## src/rtl/convolution_coprocessor_logic_unit.sv

```systemverilog
// Handshaked bitwise logic engine: per-beat element ops or an AND-masked fold over a burst.
// One output register serves both modes; done_o marks the final output handshake.
module convolution_coprocessor_logic_unit #(
  parameter  int WIDTH   = 16,
  parameter  int MAX_LEN = 16,
  localparam int LEN_W   = $clog2(MAX_LEN + 1)
) (
  input  logic             clk_i,
  input  logic             rst_n_i,
  input  logic             start_i,
  input  logic             mode_i,
  input  logic [1:0]       op_i,
  input  logic [LEN_W-1:0] len_i,
  input  logic             s_valid_i,
  output logic             s_ready_o,
  input  logic [WIDTH-1:0] a_i,
  input  logic [WIDTH-1:0] b_i,
  output logic             m_valid_o,
  input  logic             m_ready_i,
  output logic [WIDTH-1:0] result_o,
  output logic             busy_o,
  output logic             done_o
);

  typedef enum logic [1:0] {IDLE, RUN, DRAIN, OUT} state_t;

  typedef struct packed {
    logic             mode;
    logic [1:0]       op;
    logic [LEN_W-1:0] len;
  } cfg_t;

  state_t           state_q;
  cfg_t             cfg_q;
  logic [LEN_W-1:0] cnt_q;
  logic [WIDTH-1:0] acc_q, result_q;
  logic             m_valid_q, done_q;

  logic [LEN_W-1:0] len_d;
  logic [WIDTH-1:0] acc_d, elem_d, ident_d;
  logic             s_hs, last_beat;

  function automatic logic [WIDTH-1:0] elem_op(input logic [1:0] op,
                                               input logic [WIDTH-1:0] a, b);
    case (op)
      2'b00:   return a & b;
      2'b01:   return a | b;
      2'b10:   return a ^ b;
      default: return a & ~b;
    endcase
  endfunction

  function automatic logic [WIDTH-1:0] fold(input logic [1:0] op,
                                            input logic [WIDTH-1:0] acc, p);
    case (op)
      2'b00:   return acc & p;
      2'b01:   return acc | p;
      default: return acc ^ p;
    endcase
  endfunction

  assign len_d     = (len_i > LEN_W'(MAX_LEN)) ? LEN_W'(MAX_LEN) : len_i;
  assign ident_d   = (op_i == 2'b00) ? '1 : '0;
  assign acc_d     = fold(cfg_q.op, acc_q, a_i & b_i);
  assign elem_d    = elem_op(cfg_q.op, a_i, b_i);
  assign last_beat = (cnt_q + LEN_W'(1)) == cfg_q.len;

  // REDUCE never stalls the input; ELEMENT accepts only when the output slot frees up.
  assign s_ready_o = (state_q == RUN) && (cfg_q.mode || !m_valid_q || m_ready_i);
  assign s_hs      = s_valid_i && s_ready_o;

  assign m_valid_o = m_valid_q;
  assign result_o  = result_q;
  assign busy_o    = (state_q != IDLE);
  // DRAIN/OUT only ever hold the final result, so its handshake ends the burst.
  assign done_o    = done_q ||
                     ((state_q == DRAIN || state_q == OUT) && m_valid_q && m_ready_i);

  always_ff @(posedge clk_i or negedge rst_n_i) begin
    if (!rst_n_i) begin
      state_q   <= IDLE;
      cfg_q     <= '0;
      cnt_q     <= '0;
      acc_q     <= '0;
      result_q  <= '0;
      m_valid_q <= 1'b0;
      done_q    <= 1'b0;
    end else begin
      done_q <= 1'b0;
      case (state_q)
        IDLE: if (start_i) begin
          cfg_q <= '{mode: mode_i, op: op_i, len: len_d};
          cnt_q <= '0;
          acc_q <= ident_d;
          if (len_d == '0) begin
            if (mode_i) begin
              result_q  <= (op_i == 2'b11) ? ~ident_d : ident_d;
              m_valid_q <= 1'b1;
              state_q   <= OUT;
            end else begin
              done_q <= 1'b1;
            end
          end else begin
            state_q <= RUN;
          end
        end
        RUN: if (!cfg_q.mode) begin
          if (s_hs) begin
            result_q  <= elem_d;
            m_valid_q <= 1'b1;
            cnt_q     <= cnt_q + LEN_W'(1);
            if (last_beat) state_q <= DRAIN;
          end else if (m_ready_i) begin
            m_valid_q <= 1'b0;
          end
        end else if (s_hs) begin
          acc_q <= acc_d;
          cnt_q <= cnt_q + LEN_W'(1);
          if (last_beat) begin
            result_q  <= (cfg_q.op == 2'b11) ? ~acc_d : acc_d;
            m_valid_q <= 1'b1;
            state_q   <= OUT;
          end
        end
        DRAIN, OUT: if (m_ready_i) begin
          m_valid_q <= 1'b0;
          state_q   <= IDLE;
        end
        default: state_q <= IDLE;
      endcase
    end
  end

endmodule
```

## config.mk

```make
export PLATFORM = sky130hd
export DESIGN_NAME = convolution_coprocessor_logic_unit
export DESIGN_NICKNAME = d
export VERILOG_FILES = /design/src/rtl/convolution_coprocessor_logic_unit.sv
export SDC_FILE = /design/constraint.sdc
export NUM_CORES = 1
export LEC_CHECK = 0
export BUFFER_PORTS_ARGS = -buffer_cell sky130_fd_sc_hd__buf_2
export CELL_PAD_IN_SITES_DETAIL_PLACEMENT = 0
export CELL_PAD_IN_SITES_GLOBAL_PLACEMENT = 1
export CORE_ASPECT_RATIO = 1.4
export CORE_MARGIN = 4
export CORE_UTILIZATION = 40
export DETAILED_ROUTE_END_ITERATION = 10
export PLACE_DENSITY_LB_ADDON = 0.25
export SLEW_MARGIN = 40
export SYNTH_ARGS = -nofsm -noshare
export SYNTH_HDL_FRONTEND = slang
export SYNTH_SLANG_ARGS = --single-unit
export TNS_END_PERCENT = 30
```

## constraint.sdc

```tcl
create_clock -name clk_i -period 2.35 [get_ports clk_i]
set_input_delay 0.1175 -clock clk_i [delete_from_list [all_inputs] [get_ports clk_i]]
set_output_delay 0.1175 -clock clk_i [all_outputs]
set_load 0.05 [all_outputs]
```

# ---- Word-level counts from Yosys, hierarchy flattened
# Cells that the tools add are included.
dict set report op_classes {
  add_sub_neg 1
  order_cmp 1
  n_eq_ne 18
  muxes 44
  bitwise 10
  n_reduce_logical 22
}
# op n
set op_table {}
lappend op_table {{2-to-1 mux 16 bit} 13}
lappend op_table {{case mux 16 bit (2 select lines)} 3}
lappend op_table {{AND 16 bit} 3}
lappend op_table {{NOT 16 bit} 3}
lappend op_table {{case mux 16 bit (3 select lines)} 1}
lappend op_table {{OR 16 bit} 2}
lappend op_table {{bitwise XOR 16 bit} 2}
lappend op_table {{2-to-1 mux 2 bit} 9}
lappend op_table {{2-to-1 mux 5 bit} 3}
lappend op_table {{inequality test 2 bit, second input constant} 7}
lappend op_table {{2-to-1 mux 1 bit} 12}
lappend op_table {{equality test 2 bit, second input constant} 5}
lappend op_table {{case mux 5 bit (2 select lines)} 1}
lappend op_table {{AND reduction 5 bit} 2}
lappend op_table {{inequality test 3 bit, second input constant} 3}
lappend op_table {{logical NOT 2 bit} 3}
lappend op_table {{case mux 2 bit (3 select lines)} 1}
lappend op_table {{AND reduction 6 bit} 1}
lappend op_table {{adder 5 x 1 -> 5 bit, second input constant} 1}
lappend op_table {{equality test 5 bit} 1}
lappend op_table {{greater-than comparator 5 bit, second input constant} 1}
lappend op_table {{logical NOT 5 bit} 1}
lappend op_table {{equality test 2 x 1 -> 1 bit, second input constant} 2}
lappend op_table {{logical AND 1 bit} 4}
lappend op_table {{8 further kinds} 12}
dict set report word_totals {
  register_bits 49
  elab_cells 105
}

# ---- Depth between registers and ports, before layout
# Gate-level depths: netlist of run 1.
dict set report logic_depth {
  word_depth 9
  ltp_mapped 8
  ltp_nobuf 8
}

# ---- Worst setup path after synthesis of run 1
# Ideal clock, no wire load.
dict set report synth_timing {
  path_type {reg2reg}
  startpoint {register cnt_q[0]}
  endpoint {register result_q[10], in the netlist result_o[10]}
  setup_ns 0.125
  t_arrival_ns 2.186
  required_time_ns 2.225
  slack_ns 0.039
  path_stages_with_launch 8
  path_buffers 1
  synth_period_minus_slack_ns 2.311
  path_cell_list {dfrtp_1 > ha_1 > and3_1 > xnor3_1 > nand4_2 > a311oi_4 > buf_8 > mux2_4}
}
dict set report synth_via {
  elab_chain_len 4
}
# element line_no
set synth_lines {}
lappend synth_lines {{start, declared} 35} ;# logic [LEN_W-1:0] cnt_q;
lappend synth_lines {{start signal, assigned} 111} ;# cnt_q <= cnt_q + LEN_W'(1);
lappend synth_lines {{start signal, assigned} 118} ;# cnt_q <= cnt_q + LEN_W'(1);
lappend synth_lines {{adder 5 x 1 -> 5 bit} 66} ;# assign last_beat = (cnt_q + LEN_W'(1)) == cfg_q.len;
lappend synth_lines {{equality test 5 bit} 66}
lappend synth_lines {{inequality test 3 bit (no line)} -}
lappend synth_lines {{AND reduction 6 bit (no line)} -}
lappend synth_lines {{end signal, assigned} 97} ;# result_q <= (op_i == 2'b11) ? ~ident_d : ident_d;
lappend synth_lines {{end signal, assigned} 109} ;# result_q <= elem_d;
lappend synth_lines {{end signal, assigned} 120} ;# result_q <= (cfg_q.op == 2'b11) ? ~acc_d : acc_d;
lappend synth_lines {{end, declared} 36} ;# logic [WIDTH-1:0] acc_q, result_q;
# No other way between the ends.
# A chain may end at the register's enable or synchronous reset.

# ---- Worst setup path in the final report of run 1
dict set report layout_timing {
  startpoint {register cnt_q[0]}
  endpoint {register result_q[2], in the netlist result_o[2]}
}
# The elaborated chain is that of the path after synthesis.

==> results, run 1 <==
- In this run the tightest slew margin relative to its limit is 66.0%.
- Along the worst path, the maximum fanout reaches 17.
- The register area share after synthesis is 25.5%.
- The count of distinct cell types in the synthesized netlist is 40.
- After clock tree synthesis, the clock-pin slew on the worst setup and hold paths is 70 ps.
- The maximum vdd ir drop is 0.000826 V.
- The routed length per placed instance is 15.0 µm.
- The launching element type of the critical path is a register.
- The largest net degree at the start of global routing is 56.
- The critical path goes through ha_1 > and3_1 > xnor3_1 > nand4_2 > a311oi_4 > buf_12 > mux2_2.
- The count of antenna diodes in the layout is 0.
- The number of buffers on the longest clock path is 2.
- Setup violations remaining at the end of the flow were counted as 0.
- The initial antenna violation count is 0.
- The fraction of layout instances using a drive strength above 1 is 18.2%.
- Once the floorplan was initialized, standard cells occupied 40.8% of the core.
- Summed over all cells, the static leakage comes to 0.00281 µW.
- The clock network power share is 11.5%.
- The fraction of power spent switching nets is 49.2%.
- The cell count after synthesis is 585.
- CTS saw 49 sinks.
- The H-tree was split into 2 levels.
- The number of flip-flops and latches in the synthesized netlist is 49.
- The type of the worst min-delay path is in -> reg.
- The overall power after layout is 7130 µW.
- The total grt overflow is 0.
- 65 I/O pins were placed.
- The accumulated negative setup slack is 0 ps.
- Summed over all instances, the cell type with the most area after synthesis is sky130_fd_sc_hd__dfrtp_1.
- After layout, the worst setup slack is 62.4 ps.
- During synthesis, Yosys emitted a total of 0 warnings.
- The combinational group share of total power is 66.4%.
- The routed via count is 4,146.
- In this run the remaining antenna-violating nets after routing total 0.
- Across the run, the number of max-cap violations was 0.
- The cell at the slowest stage of the critical path is sky130_fd_sc_hd__dfrtp_1.
- The floorplan step defined a die boundary enclosing 0.0139 mm².
- The growth of design area from synthesis to finish is 14.9%.
- The number of synthesized flops with an enable pin is 0.
- In the post-synthesis netlist, the cell with the most instances is sky130_fd_sc_hd__inv_1.
- The flow ran to the end, and the final reports show no timing, DRC or antenna violations.
- Data on the critical path arrives at its endpoint at 2470 ps.
- The final setup skew is 8.59 ps.
- The CTS tree is done.
- The commonest cells after synthesis are sky130_fd_sc_hd__inv_1, sky130_fd_sc_hd__ha_1, sky130_fd_sc_hd__o21ai_0.
- The floorplan step defined a core boundary enclosing 0.0118 mm².
- For this run, the total global-route usage over all layers was measured as 17.4%.
- In this run the horizontal extent of the chip is 101 µm.
- The endpoint type of the worst setup path is a register.
- The later pin in the worst-skew pair is clocked with a latency of 290 ps.
- The cell sitting at the root of the clock tree is a sky130_fd_sc_hd__clkbuf_16.
- The proportion of register bits with asynchronous set or reset after synthesis is 100%.
- The startpoint-to-endpoint class of the critical path is reg -> reg.
- The delay of the slowest critical-path stage is 390 ps.
- Ranked by total cell area, the synthesized netlist is headed by sky130_fd_sc_hd__dfrtp_1, sky130_fd_sc_hd__ha_1, sky130_fd_sc_hd__inv_1, sky130_fd_sc_hd__o21ai_0, sky130_fd_sc_hd__o211ai_1.
- The most used flip-flop cell after synthesis is sky130_fd_sc_hd__dfrtp_1.
- The number of nets handed over by synthesis was 712.
- The post-DP HPWL is 8.36 mm.
- The number of design-rule violations left by the first detailed-router iteration is 203.
- The mean number of vias per cell is 5.27.
- Summed over all layers, the routed wires come to 11.8 mm.
- The first-pass GRT wire length is 19.6 mm.
- The first detailed-routing pass ran for 4 iterations.
- The number of nets in the layout is 766.
- The final number of hold-violating endpoints is 0.
- After synthesis, the largest area contributor takes up 25.5% of total cell area.
- The max-slew violation count is 0.
- The quantity of I/O buffers inserted on ports is 64.
- The net switching power is 3510 µW.
- In this run, flip-flops and latches consume 22.1% of the power.
- The number of rows created at floorplan is 47.
- Power spread over the standard cell area amounts to 1290 mW/mm².
- In this run the mean area of a mapped cell was 8.23 µm².
- Setup repair after global routing left no endpoint under its margin.
- The data required time of the critical path is 2530 ps.
- The ratio of final minimum period to clock period is 97.3%.
- The routability congestion estimate from global placement is 0.808.
- OpenSTA, run right after detailed placement, puts the worst setup slack at 67.3 ps.
- The number of global-route vias before repair is 4,158.
- The height of the die is 138 µm.
- The highest achievable clock rate is 437 MHz.
- The remaining design rule violation count is 0.
- The TritonCTS buffer count is 5.
- In this run the cell area of the synthesized design comes to 0.00482 mm².
- The slew at the pin closest to its max-slew limit is 510 ps.
- After layout, the minimum clock period comes to 2290 ps.
- The internal power of the cells totals 3620 µW.
[state kept, by name, indices dropped and copies added (netlist names)]
signal     cells
acc_q         16
cfg_q          8
state_q        2
cnt_q          5
result_o      16
done_q         1
m_valid_o      1
[path summary, 6_finish.rpt]
path | startpoint | end | slack, ps | depth (start not counted)
setup / recovery | cnt_q[0] | result_o[2] | 60 | 7
min in group asynchronous | rst_n_i | acc_q[10] | 350 | 2
hold / removal | mode_i | done_q | 40 | 2
max in group asynchronous | rst_n_i | result_o[3] | 1400 | 3
setup reg to reg | cnt_q[0] | result_o[2] | 60 | 7
hold reg to reg | cfg_q[1] | cfg_q[1] | 500 | 2
[routing by layer]
layer | global-route usage (%) | part of all wire, % | up-vias
li1 | - | - | 2083
met1 | 22.2 | 45 | 1948
met2 | 30.3 | 49 | 103
met3 | 2.84 | 5.0 | 12
met4 | 4.72 | 1.2 | 0
met5 | 0 | 0 | -
[cell usage in the layout, fill, tap and decap left out, types with 17 or more instances in the layout]
master | netlist | layout
sky130_fd_sc_hd__a22oi_1 | 17 | 17
sky130_fd_sc_hd__buf_2 | 7 | 63
sky130_fd_sc_hd__buf_4 | 0 | 19
sky130_fd_sc_hd__dfrtp_1 | 49 | 48
sky130_fd_sc_hd__ha_1 | 82 | 82
sky130_fd_sc_hd__inv_1 | 86 | 86
sky130_fd_sc_hd__nand2_1 | 57 | 57
sky130_fd_sc_hd__nand2b_1 | 24 | 24
sky130_fd_sc_hd__nand3_1 | 31 | 31
sky130_fd_sc_hd__nor2_1 | 22 | 22
sky130_fd_sc_hd__o211ai_1 | 31 | 31
sky130_fd_sc_hd__o21ai_0 | 58 | 58
[worst max-delay path, delay by kind of cell (launching register included)]
| family | cells | cell delay (ps) |
|---|---|---|
| flip-flops | 1 | 390 |
| adder cells (fa/ha/maj) | 1 | 250 |
| XOR/XNOR | 1 | 220 |
| multiplexers | 1 | 350 |
| AO/OA/AOI/OAI | 1 | 370 |
| AND/OR/NAND/NOR | 2 | 360 |
| buffers and inverters | 1 | 220 |
[stage by stage]
| stage | cells | hold slack, ps | area (µm²) | utilization (%) |
|---|---|---|---|---|
| after CTS | 784 | 38.2 | 5520 | 46.7 |
| after global placement | 776 | 291 | 5350 | 45.2 |
| after floorplan | 585 | -178 | 4820 | - |
| after detailed placement | 776 | 123 | 5350 | 45.2 |
| final | 786 | 40.5 | 5530 | 46.8 |
| after global routing | 786 | 51.9 | 5530 | 46.8 |
[power groups by stage]
stage | Combinational (µW) | Sequential (µW) | Clock [µW]
finish | 4730 | 1570 | 821
global route | 5240 | 1640 | 879
CTS | 4760 | 1580 | 842
detailed placement | 4740 | 1590 | 0
global placement | 4640 | 1590 | 0
floorplan | 3130 | 1950 | 0
[layout make-up]
cell class,instances,area [µm²]
Clock inverter,2,35.0
Inverter,86,323
Clock buffer,5,125
Multi-Input combinational cell,411,3110
Tap cell,147,184
Sequential cell,49,1230
Timing Repair Buffer,86,528
Fill cell,1157,6290
[what timing repair did]
item / CTS / global route
hold buffers: 1 / 0
setup endpoints to repair: 0 / 1
resized for setup: 0 / 0
setup buffers: 0 / 2
endpoints found under the hold margin: 35 / 0
[logic make-up (layout without fill, tap and decap cells)]
group | count (synthesis) | count (layout) | share of synthesized area (%)
compound gates | 146 | 146 | 20.2
xor+xnor | 8 | 8 | 1.74
simple gates | 148 | 148 | 14.5
mux | 27 | 27 | 6.60
flops | 49 | 49 | 25.5
buf+inv | 125 | 179 | 10.2
fa+ha+maj | 82 | 82 | 21.3
Power figures use the tool's default switching activity.
==> inputs of run 2 (changes only) <==
--- a/config.mk
+++ b/config.mk
@@ -10,7 +10,8 @@
 export CELL_PAD_IN_SITES_GLOBAL_PLACEMENT = 1
 export CORE_ASPECT_RATIO = 1.4
 export CORE_MARGIN = 4
-export CORE_UTILIZATION = 40
+export CORE_UTILIZATION = 41
+export CTS_BUF_LIST = sky130_fd_sc_hd__clkbuf_8
 export DETAILED_ROUTE_END_ITERATION = 10
 export PLACE_DENSITY_LB_ADDON = 0.25
 export SLEW_MARGIN = 40
==> results, run 2 (same netlist as run 1, synthesis figures left out) <==
- Outcome: finished clean (unchanged).
- The count of buffers added by post-CTS timing repair for setup was 0 (unchanged).
- The largest net degree at the start of global routing is 63 (was 56).
- The number of global-route vias before repair is 4,145 (was 4,158).
- The cell family with the largest share of critical-path delay is flip-flops (unchanged).
- The total area of sequential cells came to 0.00123 mm² (unchanged).
- The CTS tree is done (unchanged).
- The post-DP HPWL was 8.84 mm (was 8.36 mm).
- The total global routing track utilization is 18.1% (was 17.4%).
- The placement-stage cell area is 0.00542 mm² (was 0.00535 mm²).
- The antenna violation net count after detailed routing is 0 (unchanged).
- The max-slew violation count is 0 (unchanged).
- The slew at the pin closest to its max-slew limit is 460 ps (was 510 ps).
- The effective utilization at floorplan was 42.3% (was 40.8%).
- The mean number of vias per cell was 5.29 (was 5.27).
- The final routed wirelength across all metal layers is 12.0 mm (was 11.8 mm).
- The endpoint type of the worst setup path is a register (unchanged).
- The relative max-transition margin is 69.3% (was 66.0%).
- The total grt overflow is 0 (unchanged).
- The number of H-tree branching levels is 2 (unchanged).
- The data required time of the critical path is 2550 ps (was 2530 ps).
- The number of nets in the layout came to 775 (was 766).
- The number of rows created at floorplan was 46 (was 47).
- The total leakage power is 0.00282 µW (was 0.00281 µW).
- The routability congestion estimate from global placement was 0.841 (was 0.808).
- The area of combinational cells with multiple inputs is 0.00312 mm² (was 0.00311 mm²).
- The type of the worst min-delay path is in -> reg (unchanged).
- Most frequent cells in the layout: sky130_fd_sc_hd__inv_1, sky130_fd_sc_hd__ha_1, sky130_fd_sc_hd__buf_2 (unchanged).
- The layout filler cell count came to 1,111 (was 1,157).
- The height of the die came to 136 µm (was 138 µm).
- The growth of design area from synthesis to finish is 15.2% (was 14.9%).
- The launching element type of the critical path is a register (unchanged).
- The TritonCTS buffer count is 5 (unchanged).
- The count of antenna diodes in the layout is 0 (unchanged).
- The fraction of layout instances using a drive strength above 1 came to 19.3% (was 18.2%).
- The total die area came to 0.0136 mm² (was 0.0139 mm²).
- The startpoint-to-endpoint class of the critical path was reg -> reg (unchanged).
- The arrival time reported for the critical path endpoint is 2480 ps (was 2470 ps).
- The post-route cell area is 0.00555 mm² (was 0.00553 mm²).
- The highest achievable clock rate is 439 MHz (was 437 MHz).
- The buffering stage count on the worst path with inverters included is 1 (unchanged).
- The quantity of I/O buffers inserted on ports is 64 (unchanged).
- The maximum vdd ir drop is 0.000795 V (was 0.000826 V).
- The power density of the placed cells was 1260 mW/mm² (was 1290 mW/mm²).
- The most common cell after layout, fill and taps aside is sky130_fd_sc_hd__inv_1 (unchanged).
- The reported max-cap violation count is 0 (unchanged).
- The number of setup violations in the final report is 0 (unchanged).
- The cell at the slowest stage of the critical path is sky130_fd_sc_hd__dfrtp_1 (unchanged).
- The final number of hold-violating endpoints is 0 (unchanged).
- The post-CTS clock slew at the launch and capture registers of the worst setup and hold paths is 100 ps (was 70 ps).
- The core utilization of the finished layout is 48.7% (was 46.8%).
- The final setup skew came to 11.3 ps (was 8.59 ps).
- The source-to-sink clock delay at the later pin of the worst-skew pair is 320 ps (was 290 ps).
- The delay of the slowest critical-path stage is 400 ps (was 390 ps).
- The die width is 99.6 µm (was 101 µm).
- The first-pass GRT wire length is 19.9 mm (was 19.6 mm).
- The peak fanout along the critical path came to 13 (was 17).
- The area of the core is 0.0114 mm² (was 0.0118 mm²).
- The number of optimization iterations in the first detailed-route pass was 4 (unchanged).
- The routed length per placed instance is 15.1 µm (was 15.0 µm).
- The routed via count is 4,193 (was 4,146).
- The initial antenna violation count is 0 (unchanged).
- The number of buffers on the longest clock path is 2 (unchanged).
- The master cell of the clock root buffer is sky130_fd_sc_hd__clkbuf_8 (was sky130_fd_sc_hd__clkbuf_16).
- The TritonCTS sink count came to 49 (unchanged).
- The minimum clock period after layout was 2280 ps (was 2290 ps).
- Cells traversed along the worst timing path: ha_1 > and3_1 > xnor3_1 > nand4_4 > a311oi_4 > buf_12 > mux2_2 (was ha_1 > and3_1 > xnor3_1 > nand4_2 > a311oi_4 > buf_12 > mux2_2).
- The overall power after layout came to 7010 µW (was 7130 µW).
- The post-route worst hold slack came to 58.4 ps (was 40.5 ps).
- The ratio of final minimum period to clock period is 96.9% (was 97.3%).
- The number of design-rule violations left by the first detailed-router iteration was 168 (was 203).
- The remaining design rule violation count is 0 (unchanged).
- The I/O pin count is 65 (unchanged).
==> run 2: worst min-delay path: cells and delay by family <==
family	cells	cell delay [ps]
buffers and inverters	1	100
AND/OR/NAND/NOR	1	60
AO/OA/AOI/OAI	1	60
==> run 2: cell type report <==
| type | count | area share [%] |
|---|---|---|
| clock buffer | 7 | 1.74 |
| clock inverter | 1 | 0.0902 |
| inverter | 86 | 5.82 |
| multi-input combinational | 411 | 56.2 |
| sequential | 49 | 22.2 |
| tap | 144 | 3.25 |
| timing repair buffer | 95 | 10.8 |
==> run 2: through the flow <==
step	instances	TNS, ps	setup slack (ps)
floorplan	585	0	39.3
global placement	783	0	121
detailed placement	783	0	39.0
CTS	793	0	24.3
finish	793	0	73.8
global route	793	-1.03	-1.03
==> run 2: power breakdown <==
group	switching [µW]	internal, µW
combinational	2920	1960
clock	312	267
sequential	310	1240
==> run 2: final timing paths <==
check / cells after the start / slack, ps / from / endpoint
max in group asynchronous: 3 / 1540 / rst_n_i / cnt_q[3]
setup / recovery: 7 / 70 / cnt_q[0] / result_o[13]
hold / removal: 3 / 60 / len_i[1] / cfg_q[1]
hold reg to reg: 2 / 510 / cfg_q[3] / cfg_q[3]
setup reg to reg: 7 / 70 / cnt_q[0] / result_o[13]
min in group asynchronous: 2 / 280 / rst_n_i / acc_q[4]
==> run 2: what timing repair did <==
| item | CTS | global route |
|---|---|---|
| resized for setup | 0 | 1 |
| hold endpoints to repair | 32 | 0 |
| hold buffers | 2 | 0 |
| endpoints found under the setup margin | 0 | 14 |
==> run 2: per-layer routing <==
metal / wire length, µm / global-route usage, % / vias to the layer above
li1: - / - / 2110
met1: 5400 / 23.0 / 2010
met2: 6010 / 32.4 / 67
met3: 450 / 2.77 / 6
met4: 98 / 3.72 / 0
met5: 0 / 0 / -
